**config.mk**
```make
export PLATFORM = sky130hd
export DESIGN_NAME = pipe_stall_kill_ctrl
export DESIGN_NICKNAME = d
export VERILOG_FILES = /design/src/rtl/pipe_stall_kill_ctrl.sv
export SDC_FILE = /design/constraint.sdc
export NUM_CORES = 1
export LEC_CHECK = 0
export CORE_MARGIN = 4
export CORE_UTILIZATION = 35
export DETAILED_ROUTE_END_ITERATION = 10
export HOLD_SLACK_MARGIN = 0.06
export PLACE_DENSITY_LB_ADDON = 0.25
export SLEW_MARGIN = 20
export SYNTH_ARGS = -nofsm -noshare
export SYNTH_HDL_FRONTEND = slang
export SYNTH_SLANG_ARGS = --single-unit
```
**constraint.sdc**
```tcl
create_clock -name clk_i -period 1.7 [get_ports clk_i]
set_input_delay 0.17 -clock clk_i [delete_from_list [all_inputs] [get_ports clk_i]]
set_output_delay 0.17 -clock clk_i [all_outputs]
set_load 0.005 [all_outputs]
```
**src/rtl/pipe_stall_kill_ctrl.sv**
```systemverilog
`default_nettype none
// ============================================================================
// Module   : pipe_stall_kill_ctrl
// Purpose  : Frontend stall/kill controller: DP resource back-pressure and
//            branch-mispredict recovery (kill, PC redirect, wait for ROB squash).
//            Optional macro PIPE_CTRL_PERF_EN adds stall/flush perf counters.
// Revision : 1.0 - initial release
// ============================================================================
module pipe_stall_kill_ctrl #(
    parameter int ADDR_W   = 32,
    parameter int WAIT_MAX = 16,
    parameter int CNT_W    = 5
) (
    input  logic              clk_i,
    input  logic              reset_i,
    input  logic              dp_valid_i,
    input  logic              dp_dst_en_i,
    input  logic              rrf_allocatable_i,
    input  logic              req_alu_i,
    input  logic              req_mem_i,
    input  logic              alu_rs_full_i,
    input  logic              mem_rs_full_i,
    input  logic              rob_full_i,
    input  logic              br_valid_i,
    input  logic              br_mispredict_i,
    input  logic [ADDR_W-1:0] br_target_i,
    input  logic              rob_recover_done_i,
    output logic              stall_IF_o,
    output logic              stall_ID_o,
    output logic              stall_DP_o,
    output logic              kill_IF_o,
    output logic              kill_ID_o,
    output logic              kill_DP_o,
    output logic              redirect_valid_o,
    output logic [ADDR_W-1:0] redirect_pc_o,
    output logic              recover_timeout_o
`ifdef PIPE_CTRL_PERF_EN
    ,
    output logic [31:0]       perf_stall_cycles_o,
    output logic [31:0]       perf_flush_cnt_o
`endif
);

    typedef enum logic [1:0] {
        S_RUN      = 2'd0,
        S_KILL     = 2'd1,
        S_WAIT_ROB = 2'd2
    } state_t;

    localparam logic [CNT_W-1:0] C_WAIT_MAX = CNT_W'(WAIT_MAX);
    localparam logic [CNT_W-1:0] C_CNT_ONE  = CNT_W'(1);

    state_t              state_q, state_d;
    logic [CNT_W-1:0]    cnt_q, cnt_d;
    logic [ADDR_W-1:0]   redirect_pc_q, redirect_pc_d;
    logic                timeout_q, timeout_d;
    logic                res_stall;
    logic                mispredict;
    logic                flush_start;
    logic                run_stall;

    assign res_stall = dp_valid_i &
                       ((dp_dst_en_i & ~rrf_allocatable_i) |
                        (req_alu_i   & alu_rs_full_i)      |
                        (req_mem_i   & mem_rs_full_i)      |
                        rob_full_i);

    assign mispredict = br_valid_i & br_mispredict_i;

    always_ff @(posedge clk_i) begin
        if (reset_i) begin
            state_q       <= S_RUN;
            cnt_q         <= '0;
            redirect_pc_q <= '0;
            timeout_q     <= 1'b0;
        end else begin
            state_q       <= state_d;
            cnt_q         <= cnt_d;
            redirect_pc_q <= redirect_pc_d;
            timeout_q     <= timeout_d;
        end
    end

    always_comb begin
        state_d          = state_q;
        cnt_d            = cnt_q;
        redirect_pc_d    = redirect_pc_q;
        timeout_d        = timeout_q;
        stall_IF_o       = 1'b0;
        stall_ID_o       = 1'b0;
        stall_DP_o       = 1'b0;
        kill_IF_o        = 1'b0;
        kill_ID_o        = 1'b0;
        kill_DP_o        = 1'b0;
        redirect_valid_o = 1'b0;
        flush_start      = 1'b0;
        run_stall        = 1'b0;

        case (state_q)
            S_RUN: begin
                // Stall outputs follow this cycle's inputs even when a mispredict wins the transition.
                run_stall  = res_stall;
                stall_IF_o = res_stall;
                stall_ID_o = res_stall;
                stall_DP_o = res_stall;
                if (mispredict) begin
                    state_d       = S_KILL;
                    redirect_pc_d = br_target_i;
                    flush_start   = 1'b1;
                end
            end

            S_KILL: begin
                kill_IF_o        = 1'b1;
                kill_ID_o        = 1'b1;
                kill_DP_o        = 1'b1;
                redirect_valid_o = 1'b1;
                cnt_d            = '0;
                state_d          = S_WAIT_ROB;
            end

            S_WAIT_ROB: begin
                // Fetch/decode run ahead from the redirect target; only dispatch is held.
                stall_DP_o = 1'b1;
                if (cnt_q != C_WAIT_MAX) begin
                    cnt_d = cnt_q + C_CNT_ONE;
                end
                if (rob_recover_done_i) begin
                    state_d = S_RUN;
                end else if (cnt_q == C_WAIT_MAX) begin
                    timeout_d = 1'b1;
                    state_d   = S_RUN;
                end
            end

            default: begin
                state_d = S_RUN;
            end
        endcase
    end

    assign redirect_pc_o     = redirect_pc_q;
    assign recover_timeout_o = timeout_q;

`ifdef PIPE_CTRL_PERF_EN
    logic [31:0] perf_stall_q;
    logic [31:0] perf_flush_q;

    always_ff @(posedge clk_i) begin
        if (reset_i) begin
            perf_stall_q <= '0;
            perf_flush_q <= '0;
        end else begin
            if (run_stall) begin
                perf_stall_q <= perf_stall_q + 32'd1;
            end
            if (flush_start) begin
                perf_flush_q <= perf_flush_q + 32'd1;
            end
        end
    end

    assign perf_stall_cycles_o = perf_stall_q;
    assign perf_flush_cnt_o    = perf_flush_q;
`else
    logic unused_perf;
    assign unused_perf = run_stall ^ flush_start;
`endif

endmodule
`default_nettype wire

```
==> results of run 1 <==
[sequential cells by signal (all words and copies together), names as in the netlist]
signal and count:
redirect_pc_o 32, cnt_q 5, state_q 2, recover_timeout_o 1
[power breakdown]
| group | internal [µW] | leakage, µW | switching [µW] |
|---|---|---|---|
| registers | 976 | 0.000327 | 22.0 |
| clock network | 279 | 0.0000410 | 298 |
| logic | 213 | 0.000546 | 120 |
[critical path: stages (launching register included)]
cell	delay, ns
sky130_fd_sc_hd__dfxtp_2	0.38
sky130_fd_sc_hd__nand2b_1	0.19
sky130_fd_sc_hd__inv_2	0.08
sky130_fd_sc_hd__clkdlybuf4s50_1	0.51
[cells by family (layout without fill, tap and decap cells)]
group                      after synthesis  after routing  synth area share, %
AOI/OAI and AO/OA                       46             46                 15.6
and+or+nand+nor                         86             86                 25.2
DFF                                     40             40                 49.8
adders and majority gates                2              2                 1.56
buffers and inverters                   22            103                 7.86
[area by class of cell]
cell class                      instances  share of cell area (%)
Multi-Input combinational cell        134                    27.7
Clock inverter                          1                   0.194
Sequential cell                        40                    31.1
Timing Repair Buffer                   90                    34.7
Tap cell                               52                    2.52
Inverter                                6                   0.873
Clock buffer                            6                    2.81
[layout by cell type (no fill, tap or decap), drive strengths merged]
| cell | instances |
|---|---|
| a21oi | 37 |
| a22o | 1 |
| a31oi | 3 |
| buf | 6 |
| clkbuf | 9 |
| clkdlybuf4s50 | 81 |
| clkinv | 1 |
| dfxtp | 40 |
| ha | 2 |
| inv | 6 |
| nand2 | 64 |
| nand2b | 2 |
| nand3 | 7 |
| nand4 | 1 |
| nand4bb | 2 |
| nor2 | 2 |
| nor2b | 2 |
| nor3 | 1 |
| nor4bb | 2 |
| o211ai | 4 |
| o31ai | 1 |
| or3 | 1 |
| or4 | 2 |
[path summary, 6_finish.rpt]
kind                       endpoint  slack, ns
setup / recovery          kill_DP_o       0.09
hold / removal    redirect_pc_o[28]       0.43
setup reg to reg           cnt_q[3]       0.16
hold reg to reg   redirect_pc_o[14]       0.45
[through the flow]
step | worst slack [ns] | cells | cell area (µm²) | TNS (ns) | hold WS, ns
floorplan | 0.245 | 196 | 1610 | 0 | 0.306
global placement | -0.122 | 320 | 2480 | -0.358 | 0.440
detailed placement | -0.164 | 320 | 2480 | -0.484 | 0.446
CTS | -0.0140 | 328 | 2570 | -0.0140 | 0.416
global route | 0.0253 | 329 | 2580 | 0 | 0.434
finish | 0.0858 | 329 | 2580 | 0 | 0.426
[repair_timing]
item,CTS,global route
resized for setup,7,8
setup buffers,1,1
setup endpoints to repair,7,5
pin swaps,1,2
hold buffers,0,0
[routing by layer]
metal,part of all wire (%),track usage [%],vias up
li1,-,-,809
met1,45,17.8,664
met2,43,22.1,60
met3,11,5.28,5
met4,1.3,5.83,0
met5,0,0,-
==> summary by stage, run 1 <==
Run status
The flow ran to the end, and the final reports show no timing, DRC or antenna violations.

Setup path
Data on the critical path arrives at its endpoint at approximately 1.4 ns. The worst register-to-register path begins at cnt_q[0]. For the worst flop-to-flop path, the logic depth is 5. The startpoint of the worst setup timing path is state_q[1]. The worst setup path is launched from a register. Data on the critical path is required at its endpoint by between 1.5 and 2 ns. The kind of critical path is register to output pin. The worst setup path is captured at an output pin. The maximum fanout count along the critical path is 7.

Floorplan
The die is approximately 76 µm tall. The initial core utilization is 36.4%. The die is ~76 µm wide. The die area is approximately 0.0057 mm². The area inside the core boundary is between 0.004 and 0.005 mm². The number of rows in the core area is 24.

Pin placement for this block handled between 80 and 90 I/O pins.

Power and ir drop
The design draws roughly 1900 µW. The worst voltage drop across the vdd grid is between 300 and 400 µV. Dividing total power by cell area gives a power density of around 740 mW/mm². The cell leakage power is a little over 0.0009 µW.

Drt
The violation count after the first detailed-routing iteration is between 50 and 60. The routed design has 4070 µm of wire. The count of unresolved DRC violations after routing is 0. Dividing the detail-routed via count by the number of cells gives approximately 4.7. The antenna violation net count after detailed routing is 0. The number of detailed-routing iterations run before antenna repair is 4. Dividing the detail-routed wire length by the instance count gives approximately 12 µm.

The count of vias placed by the detailed router is 1,538.

STA
Setup violations remaining at the end of the flow were counted as 0. The final-report hold violation count is 0. The final count of pins violating max slew is 0.

The worst-margin pin slew is between 0.4 and 0.5 ns. Dividing the final minimum period by the clock period gives 95.0%. The clock skew after layout is between 0.002 and 0.0025 ns.

The worst pin sits at a relative slew slack of between 70% and 80%. The maximum clock frequency is slightly above 600 MHz. The clock period could shrink to 1.61 ns.

Setup repair after global routing left no endpoint under its margin.

Logic synthesis
The post-synthesis net count is roughly 240. The number of flops mapped to enable cells by yosys is 0. After synthesis, the most frequently instantiated cells are 64 x sky130_fd_sc_hd__nand2_1, 40 x sky130_fd_sc_hd__dfxtp_1, 37 x sky130_fd_sc_hd__a21oi_1. A synthesized cell averages about 8.2 µm². Summed over its instances, the top area cell type makes up approximately half of the synthesized netlist area. After synthesis, the cell types taking the most area are sky130_fd_sc_hd__dfxtp_1 50%, sky130_fd_sc_hd__nand2_1 15%, sky130_fd_sc_hd__a21oi_1 12%, sky130_fd_sc_hd__nand3_1 2.2%, sky130_fd_sc_hd__buf_6 2.1%. Summed over all instances, the cell type with the most area after synthesis is sky130_fd_sc_hd__dfxtp_1. The number of synthesized register bits is 40. Yosys instantiated no cell more often than sky130_fd_sc_hd__nand2_1. The async set-reset flop share out of synthesis is 0%. The number of warnings printed during yosys synthesis is 0. In the synthesized netlist the dominant register cell turns out to be sky130_fd_sc_hd__dfxtp_1.

After synthesis the cells add up to roughly 0.0016 mm². Synthesis produced a netlist whose cell count is 196. The synthesized netlist contains 25 unique library cells. The sequential element share of the synthesized area is 49.8%.

Global route
The global-route usage over all layers is roughly 14%. The via count of the first global-routing pass was ~1,400. Entering global routing, the biggest net connects slightly above 40 pins. Summed over all layers, the global routing overflow is 0.

The first-pass GRT wire length is about 6300 µm. The number of antenna violations at the first check in global routing is 0.

Clock network
TritonCTS built the clock tree. The clock transition at the register clock pins on the worst setup and hold paths after CTS is approximately 0.070 ns. The number of buffers added by the clock tree synthesis step is 5.

For this design, the sink count on the clock tree is 40. The root buffer cell is sky130_fd_sc_hd__clkbuf_8. The deepest level of the CTS H-tree is 2. The maximum buffer depth of the clock tree is 2.

At the later pin of the worst-skew pair, clock insertion delay measures around 0.28 ns.

Place
Routability-driven placement finished with a final weighted congestion of approximately 0.72. The number of buffers inserted by port buffering is between 80 and 90. The total half-perimeter wirelength after legalization and detailed placement is roughly 2800 µm.

Flow run
Max-cap violations in this run came to 0.

Finish
From synthesis to final layout, the design area changed by 60.4%. In the final layout, the multi-input gates occupy 714 µm². Cells fill between 50% and 60% of the core in the end. The count of antenna diodes in the layout is 0.

Across the whole layout, storage elements account for approximately 800 µm². The number of filler cells placed in the layout is 400. In the final layout, the share of cells above drive strength 1 is around 8.3%. The number of nets in the layout is about 320.

Worst hold path
The startpoint of the lowest-slack hold path is br_target_i[28]. The hold path depth is 3. In this run the worst hold path is classified as input port to register.
Note: power is estimated with default switching activity, not from simulation.
==> run 2: changes to the inputs <==
--- a/config.mk
+++ b/config.mk
@@ -5,11 +5,13 @@
 export SDC_FILE = /design/constraint.sdc
 export NUM_CORES = 1
 export LEC_CHECK = 0
+export CAP_MARGIN = 20
 export CORE_MARGIN = 4
 export CORE_UTILIZATION = 35
 export DETAILED_ROUTE_END_ITERATION = 10
 export HOLD_SLACK_MARGIN = 0.06
 export PLACE_DENSITY_LB_ADDON = 0.25
+export REMOVE_ABC_BUFFERS = 1
 export SLEW_MARGIN = 20
 export SYNTH_ARGS = -nofsm -noshare
 export SYNTH_HDL_FRONTEND = slang
==> constraint.sdc (replaced) <==
create_clock -name clk_i -period 1.7 [get_ports clk_i]
set_input_delay 0.17 -clock clk_i [delete_from_list [all_inputs] [get_ports clk_i]]
set_output_delay 0.17 -clock clk_i [all_outputs]
set_load 0.05 [all_outputs]
==> summary by stage, run 2 (synthesized netlist as in run 1, its figures left out) <==
Run status
The run finished with clean final reports.

Place
The number of buffers inserted by port buffering is 84 (unchanged). The total half-perimeter wirelength after legalization and detailed placement came to 2800 µm (-0.12%). The placer congestion estimate was 0.721 (-0.17%). The setup slack at placement is 0.109 ns (+0.273 ns). The total placed cells including tap cells is 320 (unchanged). The instance area at placement is 0.00250 mm² (+0.91%).

Finish
The number of filler cells placed in the layout is 422 (+5.5%). The proportion of layout cells with a drive suffix above 1 came to 8.70% (+0.39 points). The multi-input logic area is 696 µm² (-2.6%).

The final non-filler cell total came to 328 (-0.30%). The flip-flop count of the largest register after layout was 32 (unchanged). The final core area utilization came to 58.7% (+0.31 points). The number of nets in the layout is 322 (-0.62%). The library cell used most frequently in the layout, excluding fill and tap cells, is sky130_fd_sc_hd__clkdlybuf4s50_1. In the layout the commonest cells are 73 x sky130_fd_sc_hd__clkdlybuf4s50_1, 64 x sky130_fd_sc_hd__nand2_1, 40 x sky130_fd_sc_hd__dfxtp_1, 37 x sky130_fd_sc_hd__a21oi_1, 9 x sky130_fd_sc_hd__buf_4. The final design area excluding fillers is 0.00259 mm² (+0.53%). The count of antenna diodes in the layout is 0 (unchanged). The area overhead of the layout relative to synthesis is 61.2%. The footprint of the flip-flops and latches was 801 µm² (-0.31%).

Floorplan
The horizontal extent of the die came to 75.8 µm (unchanged). The initial core utilization is 36.4% (unchanged). The number of rows in the core area is 24 (unchanged). The area inside the core boundary is 0.00441 mm² (unchanged). The number of primary I/O pins is 85 (unchanged). The die area was 0.00574 mm² (unchanged). The vertical extent of the die is 75.8 µm (unchanged).

Global route
The pin count of the biggest net entering global routing came to 41 (unchanged). The total congestion overflow is 0 (unchanged). The global-route usage over all layers is 14.7% (+0.53 points).

The first-pass GRT wire length is 6490 µm (+2.5%). The via count of the first global-routing pass is 1,506 (+5.5%). The number of antenna violations at the first check in global routing was 0 (unchanged).

Setup path
The number of cells on the worst reg-to-reg path came to 5 (unchanged). The worst setup path is launched from a register. The buffering stage count on the worst path with inverters included is 1 (-1).

The worst path arrival time is 1.44 ns (about the same). Traced cell by cell, the critical path runs through clkdlybuf4s50_1. The endpoint kind of the worst setup timing path is an output pin. In this run the critical register-to-register path is captured at cnt_q[3].

The maximum fanout count along the critical path is 2 (-5). In this design, the largest share of critical-path delay is due to buffers and inverters. The data required time at the worst endpoint is 1.53 ns (about the same). The longest individual stage delay on the worst path was 0.81 ns (+0.30 ns). The startpoint of the worst-slack reg-to-reg timing path is cnt_q[0].

The kind of critical path is register to output pin. The slowest stage of the critical path belongs to the cell sky130_fd_sc_hd__clkdlybuf4s50_1. The setup slack on the worst flop-to-flop path is 0.14 ns (-0.02 ns).

Clock network
The number of buffers added by the clock tree synthesis step is 5 (unchanged). The number of resized instances in the post-cts repair step is 0 (-7). The post-CTS setup-driven buffer insertion count is 0 (-1).

The clock sink total was 40 (unchanged). The root buffer cell is sky130_fd_sc_hd__clkbuf_8. The deepest level of the CTS H-tree is 2 (unchanged). The number of buffers inserted by hold repair at cts came to 0 (unchanged). The maximum buffer depth of the clock tree was 2 (unchanged). The clock transition at the register clock pins on the worst setup and hold paths after CTS is 0.07 ns (about the same). The clock latency of the later-clocked register in the worst-skew pair is 0.28 ns (about the same). TritonCTS built the clock tree.

Worst hold path
The path with the worst hold slack has its endpoint at redirect_pc_o[10]. The hold path depth is 3 (unchanged). The startpoint of the lowest-slack hold path is br_target_i[10]. The type of the most critical hold path is input port to register.

Drt
The detailed route wirelength on metal3 is 461 µm (+4.5%). The violation count after the first detailed-routing iteration came to 68 (+19%). The routed length on met1 was 1560 µm (-14%).

The sum of routed wire length over all layers was 3980 µm (-2.3%). The number of detailed-routing iterations run before antenna repair is 4 (unchanged). The ratio of routed vias to standard cells is 4.73 (+1.2%). The count of unresolved DRC violations after routing is 0 (unchanged). The routed wire length per instance is 12.1 µm (-2.0%).

Routed signal wires occupy layers up through met4. The antenna violation net count after detailed routing is 0 (unchanged). The detailed-routed wire length on met2 is 1940 µm (+9.7%). The count of vias placed by the detailed router is 1,552 (+0.91%).

STA
Setup repair after global routing left no endpoint under its margin. The final count of pins violating max slew came to 0 (unchanged). The post-route worst hold slack came to 0.426 ns (+0.0000460 ns). The maximum clock frequency is 619 MHz (about the same). The clock skew after layout is 0.00170 ns (-0.000621 ns). The final worst setup slack is 0.0852 ns (-0.000524 ns). The clock period minus final worst setup slack was 1.61 ns (+0.000524 ns). The worst-margin pin slew is 0.518 ns (+0.0953 ns). The final clock period utilization by the worst path is 95.0% (about the same). The final-report hold violation count was 0 (unchanged).

The number of endpoints failing setup at the final stage is 0 (unchanged). The worst max-slew margin expressed relative to the limit is 65.4% (-6.4 points).

Power and ir drop
The net switching component of the power is 593 µW (+35%). The fraction of power spent switching nets was 28.0% (+5.0 points). The power per standard cell area was 816 mW/mm² (+10%). The register share of total power is 47.1% (-5.2 points). The cell leakage power is 0.000935 µW (+2.3%).

The fraction of power consumed by the clock network was 29.6% (-0.6 points). The worst voltage drop across the vdd grid is 395 µV (+13%). The proportion of power drawn by combinational gates came to 23.3% (+5.9 points).

The cell-internal power came to 1520 µW (+3.8%).

Flow run
The max-capacitance violation count came to 0 (unchanged).
[run 2: layout make-up]
cell class                 count  area share, %
timing repair buffer          88           35.4
sequential                    40           30.9
multi-input combinational    134           26.8
clock buffer                   8           3.47
tap                           52           2.51
inverter                       6          0.869
[run 2: metrics by stage]
stage	TNS (ns)	total power (µW)
after global placement	0	1510
after CTS	0	2160
after detailed placement	0	1520
after floorplan	-45.62	1260
after global routing	0	2230
final	0	2120
[run 2: worst max path at each step]
stage,from,endpoint,slack [ns],depth (start not counted)
floorplan,state_q[1],redirect_pc_o[0],-1.34,3
global placement,req_alu_i,stall_DP_o,0.16,5
detailed placement,req_alu_i,stall_DP_o,0.11,5
CTS,redirect_pc_o[14],redirect_pc_o[14],0.07,1
global route,cnt_q[0],cnt_q[3],0.01,5
finish,redirect_pc_o[14],redirect_pc_o[14],0.09,1
[run 2: per-layer routing]
layer | up-vias | track usage, %
met5 | - | 0
met4 | 0 | 3.50
met3 | 4 | 8.97
met2 | 53 | 25.1
met1 | 689 | 15.4
li1 | 806 | -
[run 2: power by group through the flow]
stage                     clock (µW)  sequential, µW  combinational [µW]
after floorplan                    0            1140                 121
after global placement             0            1020                 496
after detailed placement           0            1020                 498
after CTS                        658             998                 499
after global routing             700            1000                 523
final                            626             998                 493
==> run 3: changes to the inputs <==
--- a/config.mk
+++ b/config.mk
@@ -12,6 +12,7 @@
 export HOLD_SLACK_MARGIN = 0.06
 export PLACE_DENSITY_LB_ADDON = 0.25
 export REMOVE_ABC_BUFFERS = 1
+export SKIP_CTS_REPAIR_TIMING = 1
 export SLEW_MARGIN = 20
 export SYNTH_ARGS = -nofsm -noshare
 export SYNTH_HDL_FRONTEND = slang
==> results of run 3 <==
No change in the layout: final DEF, timing and power equal those of run 2.
